### src/rtl/id_imm_stage_if.sv
// Bundle between the fetch side, the id_imm_stage pipeline register and the
// extend/decode consumers downstream.
// master: environment view (drives fetch word, flush, out_ready).
// slave: stage view (drives in_ready and the registered decode outputs).
interface id_imm_stage_if;
  // Upstream fetch handshake
  logic        in_valid;
  logic        in_ready;
  logic [31:0] instr;
  logic [31:0] pc_in;
  logic        flush;

  // Downstream handshake and registered fields
  logic        out_valid;
  logic        out_ready;
  logic [15:0] a;
  logic        sext;
  logic [4:0]  rs;
  logic [4:0]  rt;
  logic [4:0]  rd;
  logic [5:0]  opcode;
  logic [31:0] pc_out;
  logic        uses_imm;
  logic        illegal;

  modport master (
    output in_valid, instr, pc_in, flush, out_ready,
    input  in_ready, out_valid, a, sext, rs, rt, rd, opcode, pc_out,
           uses_imm, illegal
  );

  modport slave (
    input  in_valid, instr, pc_in, flush, out_ready,
    output in_ready, out_valid, a, sext, rs, rt, rd, opcode, pc_out,
           uses_imm, illegal
  );
endinterface

### src/rtl/id_imm_stage.sv
// Decode-stage pipeline register feeding the immediate extender.
// Captures one fetched word with its PC, pre-decodes the sign-extension
// select, the immediate-operand flag and an illegal-opcode flag, and hands
// the word downstream under valid/ready flow control. A flush empties the
// stage and drops any word offered in the same cycle.
module id_imm_stage (
  input  logic               clk,
  input  logic               rst_n,
  id_imm_stage_if.slave      bus
);

  // Opcodes recognised by the decoder
  localparam logic [5:0] OP_RTYPE = 6'h00;
  localparam logic [5:0] OP_J     = 6'h02;
  localparam logic [5:0] OP_JAL   = 6'h03;
  localparam logic [5:0] OP_BEQ   = 6'h04;
  localparam logic [5:0] OP_BNE   = 6'h05;
  localparam logic [5:0] OP_ADDI  = 6'h08;
  localparam logic [5:0] OP_ADDIU = 6'h09;
  localparam logic [5:0] OP_SLTI  = 6'h0A;
  localparam logic [5:0] OP_SLTIU = 6'h0B;
  localparam logic [5:0] OP_ANDI  = 6'h0C;
  localparam logic [5:0] OP_ORI   = 6'h0D;
  localparam logic [5:0] OP_XORI  = 6'h0E;
  localparam logic [5:0] OP_LUI   = 6'h0F;
  localparam logic [5:0] OP_LW    = 6'h23;
  localparam logic [5:0] OP_SW    = 6'h2B;

  // Held state
  logic        valid_q,    valid_d;
  logic [31:0] instr_q,    instr_d;
  logic [31:0] pc_q,       pc_d;
  logic        sext_q,     sext_d;
  logic        uses_imm_q, uses_imm_d;
  logic        illegal_q,  illegal_d;

  // Combinational decode of the incoming word
  logic        dec_sext;
  logic        dec_uses_imm;
  logic        dec_illegal;
  logic        load;

  // Stage can take a word when empty, when the held word leaves this cycle,
  // or when a flush is discarding the held word anyway.
  assign bus.in_ready = !valid_q || bus.out_ready || bus.flush;

  // A flush cycle never captures, even if the stage is otherwise ready.
  assign load = bus.in_valid && bus.in_ready && !bus.flush;

  // Opcode decode: immediate format and extension mode of the fetched word
  always_comb begin
    dec_sext     = 1'b0;
    dec_uses_imm = 1'b0;
    dec_illegal  = 1'b0;
    unique case (bus.instr[31:26])
      OP_ADDI, OP_ADDIU, OP_SLTI, OP_SLTIU,
      OP_LW, OP_SW, OP_BEQ, OP_BNE: begin
        dec_sext     = 1'b1;
        dec_uses_imm = 1'b1;
      end
      OP_ANDI, OP_ORI, OP_XORI, OP_LUI: begin
        dec_uses_imm = 1'b1;
      end
      OP_RTYPE, OP_J, OP_JAL: begin
        // Legal, no immediate operand, zero-extend select
      end
      default: begin
        dec_illegal = 1'b1;
      end
    endcase
  end

  // Next-state: flush beats load, load beats drain; data only moves on load
  always_comb begin
    valid_d    = valid_q;
    instr_d    = instr_q;
    pc_d       = pc_q;
    sext_d     = sext_q;
    uses_imm_d = uses_imm_q;
    illegal_d  = illegal_q;
    if (bus.flush) begin
      valid_d = 1'b0;
    end else if (load) begin
      valid_d    = 1'b1;
      instr_d    = bus.instr;
      pc_d       = bus.pc_in;
      sext_d     = dec_sext;
      uses_imm_d = dec_uses_imm;
      illegal_d  = dec_illegal;
    end else if (bus.out_ready) begin
      valid_d = 1'b0;
    end
  end

  // Pipeline register; reset clears word and flags without waiting for clk
  always_ff @(posedge clk or negedge rst_n) begin
    if (!rst_n) begin
      valid_q    <= 1'b0;
      instr_q    <= '0;
      pc_q       <= '0;
      sext_q     <= 1'b0;
      uses_imm_q <= 1'b0;
      illegal_q  <= 1'b0;
    end else begin
      valid_q    <= valid_d;
      instr_q    <= instr_d;
      pc_q       <= pc_d;
      sext_q     <= sext_d;
      uses_imm_q <= uses_imm_d;
      illegal_q  <= illegal_d;
    end
  end

  // Field outputs are raw slices of the captured word
  assign bus.out_valid = valid_q;
  assign bus.a         = instr_q[15:0];
  assign bus.rd        = instr_q[15:11];
  assign bus.rt        = instr_q[20:16];
  assign bus.rs        = instr_q[25:21];
  assign bus.opcode    = instr_q[31:26];
  assign bus.pc_out    = pc_q;
  assign bus.sext      = sext_q;
  assign bus.uses_imm  = uses_imm_q;
  assign bus.illegal   = illegal_q;

endmodule

### src/flat_wrapper.sv
// flat-port wrapper written by rule: the top's interface ports become plain ports
module id_imm_stage_flat 
  (clk, rst_n, bus_in_valid, bus_instr, bus_pc_in, bus_flush, bus_out_ready, bus_in_ready, bus_out_valid, bus_a, bus_sext, bus_rs, bus_rt, bus_rd, bus_opcode, bus_pc_out, bus_uses_imm, bus_illegal);
  id_imm_stage_if bus_i ();
  input  logic clk;
  input  logic rst_n;
  input wire logic [$bits(bus_i.in_valid)-1:0] bus_in_valid;
  input wire logic [$bits(bus_i.instr)-1:0] bus_instr;
  input wire logic [$bits(bus_i.pc_in)-1:0] bus_pc_in;
  input wire logic [$bits(bus_i.flush)-1:0] bus_flush;
  input wire logic [$bits(bus_i.out_ready)-1:0] bus_out_ready;
  output wire logic [$bits(bus_i.in_ready)-1:0] bus_in_ready;
  output wire logic [$bits(bus_i.out_valid)-1:0] bus_out_valid;
  output wire logic [$bits(bus_i.a)-1:0] bus_a;
  output wire logic [$bits(bus_i.sext)-1:0] bus_sext;
  output wire logic [$bits(bus_i.rs)-1:0] bus_rs;
  output wire logic [$bits(bus_i.rt)-1:0] bus_rt;
  output wire logic [$bits(bus_i.rd)-1:0] bus_rd;
  output wire logic [$bits(bus_i.opcode)-1:0] bus_opcode;
  output wire logic [$bits(bus_i.pc_out)-1:0] bus_pc_out;
  output wire logic [$bits(bus_i.uses_imm)-1:0] bus_uses_imm;
  output wire logic [$bits(bus_i.illegal)-1:0] bus_illegal;
  assign bus_i.in_valid = bus_in_valid;
  assign bus_i.instr = bus_instr;
  assign bus_i.pc_in = bus_pc_in;
  assign bus_i.flush = bus_flush;
  assign bus_i.out_ready = bus_out_ready;
  assign bus_in_ready = bus_i.in_ready;
  assign bus_out_valid = bus_i.out_valid;
  assign bus_a = bus_i.a;
  assign bus_sext = bus_i.sext;
  assign bus_rs = bus_i.rs;
  assign bus_rt = bus_i.rt;
  assign bus_rd = bus_i.rd;
  assign bus_opcode = bus_i.opcode;
  assign bus_pc_out = bus_i.pc_out;
  assign bus_uses_imm = bus_i.uses_imm;
  assign bus_illegal = bus_i.illegal;
  id_imm_stage u_core (.clk(clk), .rst_n(rst_n), .bus(bus_i));
endmodule
### config.mk
export PLATFORM = sky130hd
export DESIGN_NAME = id_imm_stage_flat
export DESIGN_NICKNAME = d
export VERILOG_FILES = /design/src/rtl/id_imm_stage_if.sv /design/src/rtl/id_imm_stage.sv /design/src/flat_wrapper.sv
export SDC_FILE = /design/constraint.sdc
export NUM_CORES = 1
export LEC_CHECK = 0
export CAP_MARGIN = 20
export CORE_ASPECT_RATIO = 1.2
export CORE_MARGIN = 2
export CORE_UTILIZATION = 42
export DETAILED_ROUTE_END_ITERATION = 6
export HOLD_SLACK_MARGIN = 0.15
export PLACE_DENSITY = 0.85
export SLEW_MARGIN = 25
export SYNTH_ARGS = -nofsm -noshare
export SYNTH_HDL_FRONTEND = slang
export SYNTH_SLANG_ARGS = --single-unit
### constraint.sdc
create_clock -name clk -period 3.7 [get_ports clk]
set_input_delay 0.925 -clock clk [delete_from_list [all_inputs] [get_ports clk]]
set_output_delay 0.925 -clock clk [all_outputs]
set_load 0.01 [all_outputs]
==> flow_summary.toml <==
[sta]
slew-limit-headroom_pct = 53.1
setup_viol = 0
rsz0062_at_grt = "false"
final-max-slew-violation-count = 0
finClkSkew_ps = 9.79
setup_total_negative_slack_ps = 0
finalHoldViolations = 0
period_share_pct = 86.2
max_freq_mhz = 313
setup_ws_ps = 509
worst_slew_pin_slew_ps = 703
finalCriticalPeriod_ps = 3190

[layout]
syn_to_layout_area_delta_pct = 59.4
design_area_final_um2 = 4310
num_antenna_cells = 0
post_layout_nonfiller_instances = 397
nets = 378
layout-drive-gt1-share_pct = 26.9

[clock_network]
clkTransAtPathRegs_ps = 60
clock_path_buffers = 2
cts.repair_timing.setup_buffer_count = 0
cts_max_level = 3
clk_latency_ps = 330
tritoncts.num_buffers = 9
number_of_gates_given_a_new_drive_strength_after_cts = 0
cts_tree = "built"
ctsHoldBuffers = 0
clock-root-buffer = "sky130_fd_sc_hd__clkbuf_8"
numClockSinks = 68

[yosys]
synth_async_sr_flop_share_pct = 100
syn_nets = 236
synth_top_area_share_pct = 62.9
synth_flop_cell = "sky130_fd_sc_hd__dfrtp_1"
synth_area_um2 = 2700
ys_seq_area_share_pct = 62.9
synth_enable_flop_cells = 0
postSynthRegisterBits = 68
netlist_top_cells_area = "sky130_fd_sc_hd__dfrtp_1 63%, sky130_fd_sc_hd__mux2_2 23%, sky130_fd_sc_hd__mux2_4 5.0%"
syn_avg_cell_area_um2 = 16.2
synth_top_area_cell = "sky130_fd_sc_hd__dfrtp_1"
synth_cells = 167
yosys_warnings = 0
post_synth_num_cell_types = 20

[placed_design]
port-buffer-count = 142
hpwl_um = 4760
dpl_worst_slack_ps = 514
place.detailed.instances = 383
globalplace.congestion = 0.734
dpl_cell_area_um2 = 4150

[critical_path]
worstPathRequired_ps = 2770
regToRegStartpoint = "u_core.bus.out_valid"
r2r-end = "u_core.instr_q[15]"
max_stage_delay_ps = 480
critical-path-slowest-cell = "sky130_fd_sc_hd__clkdlybuf4s50_1"
critical_path_data_arrival_time_ps = 2270
critical_path.max_fanout = 3
cpLargestDelayFamily = "buffers and inverters"
cp_cell_sequence = "clkdlybuf4s50_1, nand2b_4, or2_2, clkdlybuf4s50_1"
timing_worst_setup_path_type = "in2out"
critical_path.startpoint_type = "primary input"
worst-path-buf-inv = 2
worst_path_most_repeated_cell = "sky130_fd_sc_hd__clkdlybuf4s50_1"
path_depth_of_the_worst_reg2reg_path = 4
critPathCaptureType = "output port"
worst-r2r-setup-slack_ps = 2200

[drt]
route.detailed.wl_per_inst_um = 15.9
route.detailed.vias_per_inst = 4.75
ant_nets = 0
drt-initial-drc-count = 58
wire_length_after_detailed_routing_um = 6330
drc_violations_left = 0
firstDrtPassIters = 4
detailed_route_via_count = 1885

[hold_path]
min_delay_worst_endpoint = "u_core.instr_q[4]"
holdCritPathClass = "reg2reg"
whs_path_depth = 1
worst_hold_startpoint = "u_core.instr_q[4]"

[grt]
grt_max_degree = 60
antenna_found_initial = 0
grt_pass1_wl_um = 10200
via_count_of_the_first_global_routing_pass = 2015
gr-max-usage-layer = "met2"
met1_usage_pct = 21.0
grt_overflow = 0
total_routing_usage_gr_pct = 18.8
grt_use_met3_pct = 5.51
met2_usage_grt_pct = 32.8

[power_and_ir_drop]
max-vdd-ir-drop_uv = 271
p_per_area_nw_per_um2 = 476
leakagePower_nw = 1.80

[die]
start_util_pct = 42.7
dieArea_um2 = 7100
row_count = 32
die_width_um = 77.2
die-height_um = 91.9
core_area_um2 = 6330
io_pins = 143

[status]
result_of_the_run = "completed"

[flow_run]
max_cap_viols = 0
cell type report:
type | instances | area, um^2
Clock buffer | 11 | 141
Multi-Input combinational cell | 86 | 902
Timing Repair Buffer | 144 | 1440
Fill cell | 493 | 2020
Sequential cell | 68 | 1700
Tap cell | 85 | 106
Clock inverter | 3 | 15.0
cell usage after synthesis, types with 2 or more instances:
| cell type | instances |
|---|---|
| sky130_fd_sc_hd__o21ai_0 | 2 |
| sky130_fd_sc_hd__mux2_2 | 55 |
| sky130_fd_sc_hd__nand2b_4 | 2 |
| sky130_fd_sc_hd__dfrtp_1 | 68 |
| sky130_fd_sc_hd__a21oi_1 | 3 |
| sky130_fd_sc_hd__buf_4 | 5 |
| sky130_fd_sc_hd__nand2b_1 | 2 |
| sky130_fd_sc_hd__nor2_1 | 4 |
| sky130_fd_sc_hd__a22o_1 | 2 |
| sky130_fd_sc_hd__buf_2 | 5 |
| sky130_fd_sc_hd__mux2_4 | 9 |
| sky130_fd_sc_hd__buf_6 | 2 |
registers in the layout (all words and copies together), names as in the netlist:
name / flops
u_core.bus.sext: 1
u_core.instr_q: 32
u_core.bus.uses_imm: 1
u_core.bus.out_valid: 1
u_core.bus.illegal: 1
u_core.bus.pc_out: 32
kinds of logic after synthesis:
group	synth area share (%)
DFF	62.9
and+or+nand+nor	3.33
AOI/OAI and AO/OA	2.13
buffers and inverters	3.70
muxes	27.9
power breakdown:
group / total (mW) / switching, mW / internal [mW]
Clock: 0.500 / 0.249 / 0.251
Sequential: 0.938 / 0.0674 / 0.871
Combinational: 0.615 / 0.207 / 0.407
Total: 2.05 / 0.524 / 1.53
layer usage:
layer	part of all wire [%]	wire [um]
met1	39	2460
met2	53	3350
met3	6.1	384
met4	2.0	129
met5	0	0
per-stage QoR:
stage               hold slack [ps]  power [mW]  utilization, %
floorplan                       544        1.19               -
global placement                489        1.55            65.7
detailed placement              492        1.57            65.7
CTS                             507        2.08            68.1
global route                    515        2.15            68.1
finish                          503        2.05            68.1
cells in the final DEF (no fill, tap or decap), drive strengths merged, types with 2 or more instances in the layout:
master,n
clkinv,3
clkbuf,11
nand2b,4
nor2b,2
a21oi,3
mux2,64
clkdlybuf4s50,141
a22o,2
nor2,4
buf,3
o21ai,2
dfrtp,68
worst max path at each step:
stage	end	start	cells after the start	slack, ps
floorplan	bus_in_ready	bus_out_ready	2	1420
global placement	bus_in_ready	bus_out_ready	4	550
detailed placement	bus_in_ready	bus_out_ready	4	510
CTS	bus_in_ready	bus_out_ready	4	510
global route	bus_in_ready	bus_out_ready	4	480
finish	bus_in_ready	bus_out_ready	4	510
(Power assumes the default switching activity.)
